--- config.mk ---
export PLATFORM = sky130hd
export DESIGN_NAME = fetch_ctrl_flat
export DESIGN_NICKNAME = d
export VERILOG_FILES = /design/src/rtl/fetch_ctrl_if.sv /design/src/rtl/fetch_ctrl.sv /design/src/flat_wrapper.sv
export SDC_FILE = /design/constraint.sdc
export NUM_CORES = 1
export LEC_CHECK = 0
export BUFFER_PORTS_ARGS = -buffer_cell sky130_fd_sc_hd__clkbuf_2
export CORE_MARGIN = 2
export CORE_UTILIZATION = 55
export CTS_BUF_LIST = sky130_fd_sc_hd__clkbuf_4 sky130_fd_sc_hd__clkbuf_8
export CTS_CLUSTER_DIAMETER = 60
export DETAILED_ROUTE_END_ITERATION = 8
export PLACE_DENSITY = 0.81
export SLEW_MARGIN = 20
export SYNTH_ARGS = -nofsm -noshare
export SYNTH_HDL_FRONTEND = slang
export SYNTH_SLANG_ARGS = --single-unit
--- constraint.sdc ---
create_clock -name clk -period 17.6 [get_ports clk]
set_input_delay 1.76 -clock clk [delete_from_list [all_inputs] [get_ports clk]]
set_output_delay 1.76 -clock clk [all_outputs]
set_load 0.01 [all_outputs]
--- src/rtl/fetch_ctrl_if.sv ---
// Fetch-side bus bundle: instruction ROM port, branch redirect input and the IF_ID handshake.
// IF_ID handshake: a word transfers on a rising edge when if_valid and id_ready are both high.
// Asserting redirect_valid forces if_valid low in that cycle, so no transfer happens.
interface fetch_ctrl_if;
  logic [31:0] rom_addr;
  logic        rom_flush;
  logic [31:0] rom_inst;
  logic        redirect_valid;
  logic [31:0] redirect_pc;
  logic        id_ready;
  logic        if_valid;
  logic [31:0] if_inst;
  logic [31:0] if_pc;
  logic        fetch_fault;

  modport master (
    output rom_addr, rom_flush, if_valid, if_inst, if_pc, fetch_fault,
    input  rom_inst, redirect_valid, redirect_pc, id_ready
  );

  modport slave (
    input  rom_addr, rom_flush, if_valid, if_inst, if_pc, fetch_fault,
    output rom_inst, redirect_valid, redirect_pc, id_ready
  );
endinterface

--- src/rtl/fetch_ctrl.sv ---
// Instruction-fetch sequencer: owns the pc, reads the combinational ROM and buffers
// fetched words in a 2-entry FIFO toward IF_ID, with redirect and range-fault handling.
module fetch_ctrl #(
  parameter logic [31:0] RESET_PC  = 32'h0000_0000,
  parameter int          ROM_WORDS = 64,
  parameter logic [31:0] NOP_INST  = 32'h0000_0013
) (
  input  logic         clk,
  input  logic         rst_n,
  fetch_ctrl_if.master bus,
  output logic [1:0]   o_dbg_state
);

  typedef enum logic [1:0] {
    S_BOOT  = 2'd0,
    S_RUN   = 2'd1,
    S_FAULT = 2'd2
  } state_t;

  localparam logic [31:0] ROM_WORDS_L = 32'(ROM_WORDS);

  state_t      r_state;
  logic [31:0] r_pc;
  logic        r_fault;
  logic [31:0] r_q_pc   [0:1];
  logic [31:0] r_q_inst [0:1];
  logic        r_head;
  logic        r_tail;
  logic [1:0]  r_count;

  logic        w_not_empty;
  logic        w_pop;
  logic        w_can_push;
  logic        w_push;
  logic [31:0] w_pc_next;

  function automatic logic pc_ok(input logic [31:0] a);
    return (a[1:0] == 2'b00) && ({2'b00, a[31:2]} < ROM_WORDS_L);
  endfunction

  assign w_not_empty = (r_count != 2'd0);
  assign w_pop       = w_not_empty & bus.id_ready & ~bus.redirect_valid;
  assign w_can_push  = (r_count < 2'd2) | w_pop;
  // Only RUN fetches; in RUN the current pc is always a valid target.
  assign w_push      = (r_state == S_RUN) & w_can_push & ~bus.redirect_valid;
  assign w_pc_next   = r_pc + 32'd4;

  assign bus.rom_addr    = r_pc;
  assign bus.rom_flush   = ~w_push;
  assign bus.if_valid    = w_not_empty & ~bus.redirect_valid;
  assign bus.if_inst     = w_not_empty ? r_q_inst[r_head] : NOP_INST;
  assign bus.if_pc       = w_not_empty ? r_q_pc[r_head] : 32'h0;
  assign bus.fetch_fault = r_fault;
  assign o_dbg_state     = r_state;

  always_ff @(posedge clk) begin
    if (!rst_n) begin
      r_state <= S_BOOT;
      r_pc    <= RESET_PC;
      r_fault <= 1'b0;
      r_head  <= 1'b0;
      r_tail  <= 1'b0;
      r_count <= 2'd0;
    end else if (r_state == S_BOOT) begin
      if (pc_ok(r_pc)) begin
        r_state <= S_RUN;
      end else begin
        r_state <= S_FAULT;
        r_fault <= 1'b1;
      end
    end else if (bus.redirect_valid) begin
      r_head  <= 1'b0;
      r_tail  <= 1'b0;
      r_count <= 2'd0;
      r_pc    <= bus.redirect_pc;
      if (pc_ok(bus.redirect_pc)) begin
        r_state <= S_RUN;
        r_fault <= 1'b0;
      end else begin
        r_state <= S_FAULT;
        r_fault <= 1'b1;
      end
    end else begin
      if (w_push) begin
        r_q_pc[r_tail]   <= r_pc;
        r_q_inst[r_tail] <= bus.rom_inst;
        r_tail           <= ~r_tail;
        r_pc             <= w_pc_next;
        // The word at the last valid address is kept; stop before fetching past it.
        if (!pc_ok(w_pc_next)) begin
          r_state <= S_FAULT;
          r_fault <= 1'b1;
        end
      end
      if (w_pop) begin
        r_head <= ~r_head;
      end
      case ({w_push, w_pop})
        2'b10:   r_count <= r_count + 2'd1;
        2'b01:   r_count <= r_count - 2'd1;
        default: r_count <= r_count;
      endcase
    end
  end

endmodule

--- src/flat_wrapper.sv ---
// flat-port wrapper written by rule: the top's interface ports become plain ports
module fetch_ctrl_flat 
#(
  parameter logic [31:0] RESET_PC  = 32'h0000_0000,
  parameter int          ROM_WORDS = 64,
  parameter logic [31:0] NOP_INST  = 32'h0000_0013
)
  (clk, rst_n, o_dbg_state, bus_rom_addr, bus_rom_flush, bus_if_valid, bus_if_inst, bus_if_pc, bus_fetch_fault, bus_rom_inst, bus_redirect_valid, bus_redirect_pc, bus_id_ready);
  fetch_ctrl_if bus_i ();
  input  logic clk;
  input  logic rst_n;
  output logic [1:0] o_dbg_state;
  output wire logic [$bits(bus_i.rom_addr)-1:0] bus_rom_addr;
  output wire logic [$bits(bus_i.rom_flush)-1:0] bus_rom_flush;
  output wire logic [$bits(bus_i.if_valid)-1:0] bus_if_valid;
  output wire logic [$bits(bus_i.if_inst)-1:0] bus_if_inst;
  output wire logic [$bits(bus_i.if_pc)-1:0] bus_if_pc;
  output wire logic [$bits(bus_i.fetch_fault)-1:0] bus_fetch_fault;
  input wire logic [$bits(bus_i.rom_inst)-1:0] bus_rom_inst;
  input wire logic [$bits(bus_i.redirect_valid)-1:0] bus_redirect_valid;
  input wire logic [$bits(bus_i.redirect_pc)-1:0] bus_redirect_pc;
  input wire logic [$bits(bus_i.id_ready)-1:0] bus_id_ready;
  assign bus_rom_addr = bus_i.rom_addr;
  assign bus_rom_flush = bus_i.rom_flush;
  assign bus_if_valid = bus_i.if_valid;
  assign bus_if_inst = bus_i.if_inst;
  assign bus_if_pc = bus_i.if_pc;
  assign bus_fetch_fault = bus_i.fetch_fault;
  assign bus_i.rom_inst = bus_rom_inst;
  assign bus_i.redirect_valid = bus_redirect_valid;
  assign bus_i.redirect_pc = bus_redirect_pc;
  assign bus_i.id_ready = bus_id_ready;
  fetch_ctrl #(.RESET_PC(RESET_PC), .ROM_WORDS(ROM_WORDS), .NOP_INST(NOP_INST)) u_core (.clk(clk), .rst_n(rst_n), .bus(bus_i), .o_dbg_state(o_dbg_state));
endmodule
### Word level (Yosys, flattened, before mapping)

Memories as Yosys holds them, arrays and structs flattened. A register that Yosys moved wholly into a read port is not among the register bits.
Index checks and enable logic that the tools add are counted.

* register bits after elaboration: 39
* memories kept: 2
* bits in writable memories: 128
* word-level logic and storage cells: 79
* input bits: 68

Memories
* u_core.r_q_inst: depth 2, width 32, read ports 1, clocked after memory_dff 1, write ports 1, line fetch_ctrl.sv:26 `logic [31:0] r_q_inst [0:1];`
* u_core.r_q_pc: depth 2, width 32, read ports 1, clocked after memory_dff 1, write ports 1, line fetch_ctrl.sv:25 `logic [31:0] r_q_pc [0:1];`

* equality and inequality tests: 5
* bitwise logic cells: 11
* reductions and logical operators: 17
* multiplexer cells: 31
* add/subtract/negate cells: 3
* order comparisons: 4

Operator list (number)
* two-way mux 32 bit: 4
* less-than comparator 30 x 7 -> 1 bit, second input constant: 3
* adder 32 x 3 -> 32 bit, second input constant: 1
* two-way mux 1 bit: 19
* two-way mux 2 bit: 7
* logical NOT 2 bit: 4
* AND reduction 2 bit: 4
* nonzero test 2 bit: 3
* nonzero test 3 bit: 2
* AND 1 bit: 5
* inverter 1 bit: 5
* == test 2 x 1 -> 1 bit, second input constant: 2
* one-hot mux 2 bit (2 select lines): 1
* logical AND 1 bit: 3
* != test 3 x 2 -> 1 bit, second input constant: 1
* AND reduction 3 bit: 1
* adder 2 x 1 -> 2 bit, second input constant: 1
* == test 2 bit, second input constant: 1
* less-than comparator 2 bit, second input constant: 1
* != test 2 bit, second input constant: 1
* subtractor 2 x 1 -> 2 bit, second input constant: 1
* bitwise OR 1 bit: 1

### Logic depth before layout (Yosys ltp)

Gate-level depths: netlist (run 1).

* word-level depth: 11
* mapped depth: 9
* depth with buffers taken out: 8

### Worst setup path before layout (run 1)

OpenSTA, ideal clock, no wires.

* path type: input-to-reg
* from: input bus_redirect_valid
* to: memory u_core.r_q_inst[0][0] (enable)
* data arrival time: 6.996 ns
* library setup time: 0.565 ns
* path slack: 10.039 ns
* stages: 5
* cell sequence: clkbuf_1 > buf_1 > nor4_1 > inv_1 > nor3_1

* longest elaborated chain between the ends: 10

Ends and longest elaborated chain
* from (decl): line flat_wrapper.sv:20 `input wire logic [$bits(bus_i.redirect_valid)-1:0] bus_redirect_valid;`
* inverter 1 bit: line fetch_ctrl.sv:42, fetch_ctrl.sv:45
* AND 1 bit: line fetch_ctrl.sv:42 `assign w_pop = w_not_empty & bus.id_ready & ~bus.redirect_valid;`
* bitwise OR 1 bit: line fetch_ctrl.sv:43 `assign w_can_push = (r_count < 2'd2) | w_pop;`
* AND 1 bit (2 in series): line fetch_ctrl.sv:45 `assign w_push = (r_state == S_RUN) & w_can_push & ~bus.redirect_valid;`
* two-way mux 1 bit: line fetch_ctrl.sv:84 `if (w_push) begin`
* two-way mux 1 bit *: line fetch_ctrl.sv:71 `end else if (bus.redirect_valid) begin`
* two-way mux 1 bit *: line fetch_ctrl.sv:64 `end else if (r_state == S_BOOT) begin`
* two-way mux 1 bit *: line fetch_ctrl.sv:57 `if (!rst_n) begin`
* two-way mux 1 bit (implied by the code) *: line fetch_ctrl.sv:86 `r_q_inst[r_tail] <= bus.rom_inst;`
* to (decl): line fetch_ctrl.sv:26

Every way passes the cells marked *; elsewhere a longest branch is shown, timed or not.

### Final worst setup path (run 1)

* from: input bus_redirect_valid
* to: output bus_rom_flush

* longest elaborated chain between the ends: 6

Ends and longest elaborated chain
* inverter 1 bit *: line fetch_ctrl.sv:42, fetch_ctrl.sv:45
* AND 1 bit: line fetch_ctrl.sv:42
* bitwise OR 1 bit: line fetch_ctrl.sv:43
* AND 1 bit: line fetch_ctrl.sv:45
* AND 1 bit *: line fetch_ctrl.sv:45
* inverter 1 bit *: line fetch_ctrl.sv:49 `assign bus.rom_flush = ~w_push;`
* to (decl): line flat_wrapper.sv:14 `output wire logic [$bits(bus_i.rom_flush)-1:0] bus_rom_flush;`

Marks and branches as above.

==> results.cfg, run 1 <==
[status]
status = finished clean

[global_route]
grt_overflow = 0
grt_usage = 0.235
antenna_found_initial = 0
grt_pass1_vias = 5662
grt_max_degree = 92
grt_pass1_wl_mm = 27.2

[critical_path]
required_ns = 15.84
critPathKind = input pin to output port
end_kind = output port
crit_top_cell = clkbuf_2
max_stage_delay_ns = 0.57
crit_fanout = 91
crit_family = buffers and inverters
start_kind = input pin
crit_arrival_ns = 3.10
crit_buf_inv = 4
cp_slowest_cell = nor4_1
crit_chain = clkbuf_2, buf_4, nor4_1, inv_1, clkbuf_2

[sta]
setup_violations = 0
rsz0062_at_grt = no
relSlewSlack = 0.295
worst_pin_slew_ns = 1.05
post-route-period-util = 0.276
finClkSkew_ns = 0.0183
fin_crit_ns = 4.86
hold_violations = 0
drv_slew = 0
final.setup.worst_slack_ns = 12.74
tns_ns = 0
max_freq_mhz = 206

[logic_synthesis]
synthesis.nets = 764
ys_warn_count = 0
ys_seq_area_frac = 0.600
yosysUniqueCellTypes = 61
synth_edf_count = 128
ys_seq_elements = 168
synth_top_area_frac = 0.496
synth_ff_type = edfxtp_1
synth_area_mm2 = 0.00775
synth_area_leaders = edfxtp_1 50%, dfxtp_1 10%, mux2i_1 9.2%, nor2_1 5.8%, a21oi_1 2.6%
async_flop_share = 0
ys_top_cells_by_count = 128 x edfxtp_1, 119 x nor2_1, 71 x mux2i_1
synth_area_leader_cell = edfxtp_1
syn_avg_cell_area_um2 = 11.1
synth.most_common_cell = edfxtp_1
syn_inst = 695

[layout]
final_cell_area_mm2 = 0.00910
fillers = 1074
antenna_cells = 0
nets = 911
drive_gt1_frac = 0.267
seq_area_mm2 = 0.00465
syn_to_final_growth_pct = 17.5
multiInputGateArea_mm2 = 0.00285

[clocking]
cts_made_buffers = 17
cts_hold_buffers = 0
post_cts_resized = 0
cts_setup_buffers = 0
path_clk_slew_ns = 0.08
htreeDepth = 4
cts_sinks = 168
clockBufferDepth = 2
cts_tree = built
worst_skew_pair.late_latency_ns = 0.47
cts_root_buffer = clkbuf_8

[route]
drc = 0
drtIter0Drc = 573
drt-wirelength-per-cell_um = 17.3
via_count = 6075
vias_per_cell = 5.87
dr.pass1.iters = 6
wl_mm = 17.9
drtAntennaViolNets = 0

[power]
power_density_mw_per_mm2 = 94.9
power.leakage_nw = 3.30
irDropWorstVdd_v = 0.0000438

[floorplanning]
die_h_um = 123
die_x_um = 123
io_pins = 169
coreArea_mm2 = 0.0138
die-area_mm2 = 0.0150
fp-row-count = 43
start_util = 0.560

[place]
place_area_mm2 = 0.00868
gp_congestion = 0.891
port_buffers = 168
post-place-ws_ns = 12.74
dp_hpwl_mm = 11.9

[hold_path]
hold_path.class = register to register

[job]
cap_violations = 0
[state kept, by name, summed over array words and instances (netlist names), named ones only]
name and cells:
u_core.bus.fetch_fault 1, u_core.r_tail 1, u_core.r_count 2, u_core.r_q_pc 64
u_core.r_head 1, u_core.o_dbg_state 2, u_core.bus.rom_addr 32, u_core.r_q_inst 64
[worst register-to-register path, stage by stage, from the launching register on]
cell     delay, ns
dfxtp_1       0.65
nand4_4       0.30
nor4_4        0.84
a21oi_1       0.13
or4b_1        0.54
or4b_1        0.58
o21ai_1       0.29
mux2i_1       0.22
[layout make-up]
class,count,share of cell area
multi-input cells,462,0.314
clock buffers,24,0.0329
repair buffers,176,0.100
well taps,180,0.0247
flip-flops and latches,168,0.511
clock inverters,8,0.0107
inverters,17,0.00701
[final timing paths]
path	startpoint	end	slack, ns	depth (start not counted)
setup / recovery	bus_redirect_valid	bus_rom_flush	12.74	5
hold / removal	u_core.bus.fetch_fault$_SDFFE_PN0P_	u_core.bus.fetch_fault$_SDFFE_PN0P_	0.48	2
setup reg to reg	u_core.bus.rom_addr[10]$_SDFFE_PN0P_	u_core.o_dbg_state[1]$_SDFFE_PN0P_	13.97	7
hold reg to reg	u_core.bus.fetch_fault$_SDFFE_PN0P_	u_core.bus.fetch_fault$_SDFFE_PN0P_	0.48	2
[layer usage]
layer / up-vias / global-route usage / routed length, µm
met5: - / 0 / 0
met4: 0 / 0.109 / 461
met3: 42 / 0.0493 / 1250
met2: 248 / 0.388 / 8810
met1: 2923 / 0.297 / 7410
li1: 2862 / - / -
[per-stage QoR]
step | instances | utilization | total power [mW] | hold slack [ns]
2_1_floorplan | 695 | - | 0.548 | 0.453
3_3_place_gp | 1002 | 0.628 | 0.594 | 0.450
3_5_place_dp | 1002 | 0.628 | 0.599 | 0.465
4_1_cts | 1034 | 0.657 | 0.866 | 0.477
5_1_grt | 1035 | 0.658 | 0.896 | 0.519
6_report | 1035 | 0.658 | 0.863 | 0.484
[placed cells by master (no fill, tap or decap), types with 5 or more instances in the layout]
master	netlist	layout
nor3_1	8	7
nand4_1	13	13
a21oi_1	40	40
a22oi_1	9	9
nand2b_1	5	5
o21ai_0	29	29
xnor2_1	7	7
clkbuf_4	0	5
buf_4	2	7
o31ai_1	12	12
edfxtp_1	128	128
nand3_1	12	12
mux2i_1	71	71
a211oi_1	7	7
nand2_1	42	42
clkbuf_2	1	168
nor4_1	22	22
nor2_1	119	117
clkbuf_8	0	19
dfxtp_1	40	39
inv_1	16	16
a31oi_1	6	6
[cell families (layout without fill, tap and decap cells)]
| family | after synthesis | after routing | synth area share |
|---|---|---|---|
| mux | 72 | 72 | 0.0932 |
| buf+inv | 65 | 225 | 0.0346 |
| compound gates | 126 | 126 | 0.102 |
| fa+ha+maj | 1 | 1 | 0.00161 |
| flops | 168 | 168 | 0.600 |
| simple gates | 253 | 253 | 0.157 |
| xor+xnor | 10 | 10 | 0.0113 |
[where the power goes]
group | internal [mW] | total, mW | switching, mW
Clock | 0.141 | 0.272 | 0.131
Combinational | 0.0495 | 0.124 | 0.0745
Sequential | 0.441 | 0.468 | 0.0268
Total | 0.631 | 0.863 | 0.232
Power figures use the tool's default switching activity.
==> run 2: changes to the inputs <==
ABC_AREA = 1   (was default)
clock period = 4.6 ns   (was 17.6 ns; I/O delays follow)
==> results.cfg, run 2 <==
[status]
status = finished clean

[sta]
hold_violations = 0
drv_slew = 0
fin_crit_ns = 3.29
setup_violations = 0
max_freq_mhz = 304
post-route-period-util = 0.715
finClkSkew_ns = 0.0120
tns_ns = 0
hold_ws_ns = 0.190
relSlewSlack = 0.295
rsz0062_at_grt = no
worst_pin_slew_ns = 1.06

[logic_synthesis]
ys_top_cells_by_count = 269 x nand2_1, 128 x edfxtp_1, 104 x a21oi_1
synth.most_common_cell = nand2_1
synth_top_area_frac = 0.498
ys_seq_elements = 168
synth_ff_type = edfxtp_1
syn_avg_cell_area_um2 = 9.28
synth_area_mm2 = 0.00772
synth_area_leaders = edfxtp_1 50%, nand2_1 13%, dfxtp_1 10%, a21oi_1 6.7%, o21ai_0 2.8%
yosysUniqueCellTypes = 36
ys_seq_area_frac = 0.602
synth_area_leader_cell = edfxtp_1
synthesis.nets = 901
synth_edf_count = 128
syn_inst = 832
async_flop_share = 0
ys_warn_count = 0

[route]
via_count = 6370
vias_per_cell = 5.39
met3_wirelength_mm = 1.54
drtIter0Drc = 733
wl_met1_mm = 7.98
top_layer = met4
drc = 0
drtAntennaViolNets = 0
dr.pass1.iters = 5
wl_met2_mm = 8.43
wl_mm = 18.2
drt-wirelength-per-cell_um = 15.4

[layout]
fin_util = 0.659
syn_to_final_growth_pct = 17.7
final_cell_mix = 269 x nand2_1, 168 x clkbuf_2, 128 x edfxtp_1
final_common_cell = nand2_1
layout.cells.non_filler = 1182
antenna_cells = 0
drive_gt1_frac = 0.246
nets = 1058

[critical_path]
crit_arrival_ns = 2.83
start_kind = register
critPathKind = register to output port
reg2reg_slack_ns = 2.07
end_kind = output port
required_ns = 4.14
crit_fanout = 65

[hold_path]
hold_path.class = input pin to register

[clocking]
post_cts_resized = 0
clockBufferDepth = 2
cts_made_buffers = 17
cts_hold_buffers = 0
cts_root_buffer = clkbuf_8
htreeDepth = 4
cts_tree = built
cts_setup_buffers = 0
path_clk_slew_ns = 0.08
cts_sinks = 168
worst_skew_pair.late_latency_ns = 0.46

[floorplanning]
die_x_um = 122
start_util = 0.560
die_h_um = 122
coreArea_mm2 = 0.0138
die-area_mm2 = 0.0150
io_pins = 169
fp-row-count = 43

[power]
power_density_mw_per_mm2 = 426
total_power_mw = 3.87
irDropWorstVdd_v = 0.000280
power.leakage_nw = 3.64

[job]
cap_violations = 0

[global_route]
antenna_found_initial = 0
grt_max_degree = 66
grt_pass1_wl_mm = 28.6
grt_overflow = 0
grt_pass1_vias = 5802
grt_usage = 0.249

[place]
dp_hpwl_mm = 12.3
dp_cells = 1150
gp_congestion = 0.883
port_buffers = 168
[run 2: logic make-up after synthesis]
group,Yosys count,share of synthesized area
AOI/OAI and AO/OA,160,0.106
xor gates and xnor gates,7,0.00892
adders and majority gates,1,0.00162
buffers and inverters,81,0.0413
DFF,168,0.602
and+or+nand+nor,415,0.240
[run 2: critical path: stages (launching register included)]
cell and delay, ns:
dfxtp_2 0.32, buf_4 0.54, clkinv_2 0.90, nand2_1 0.29, a21oi_1 0.12, clkbuf_2 0.19
[run 2: cell type report]
type | instances | area, µm²
clock buffers | 18 | 241
clock inverters | 14 | 133
fillers | 1187 | 4690
inverters | 45 | 170
multi-input cells | 583 | 2770
flip-flops and latches | 168 | 4650
well taps | 180 | 225
repair buffers | 174 | 898
[run 2: path summary, 6_finish.rpt]
check | startpoint | to | cells after the start
worst max-delay path | register | bus_if_pc[4] | 5
worst min-delay path | bus_rom_inst[7] | u_core.r_q_inst[0][7]$_DFFE_PP_ | 1
worst max register to register | u_core.r_count[0]$_SDFFE_PN0P_ | u_core.r_q_pc[0][26]$_DFFE_PP_ | 8
worst min register to register | u_core.r_head$_SDFFE_PN0P_ | u_core.r_head$_SDFFE_PN0P_ | 1
[run 2: report_power, final]
part | internal, mW | total (mW) | leakage [nW] | switching [mW]
Sequential | 1.77 | 1.99 | 1.49 | 0.214
Clock | 0.480 | 0.996 | 0.180 | 0.517
Combinational | 0.319 | 0.881 | 1.96 | 0.562
[run 2: per-layer routing]
| layer | vias up | track usage |
|---|---|---|
| li1 | 3143 | - |
| met1 | 2901 | 0.347 |
| met2 | 301 | 0.392 |
| met3 | 25 | 0.0516 |
| met4 | 0 | 0.0862 |
| met5 | - | 0 |
[run 2: per-stage QoR]
step	setup WS [ns]	area [µm²]
6_report	1.31	9080
5_1_grt	1.02	9080
4_1_cts	1.56	9080
3_5_place_dp	1.94	8710
3_3_place_gp	2.01	8710
2_1_floorplan	0.173	7720
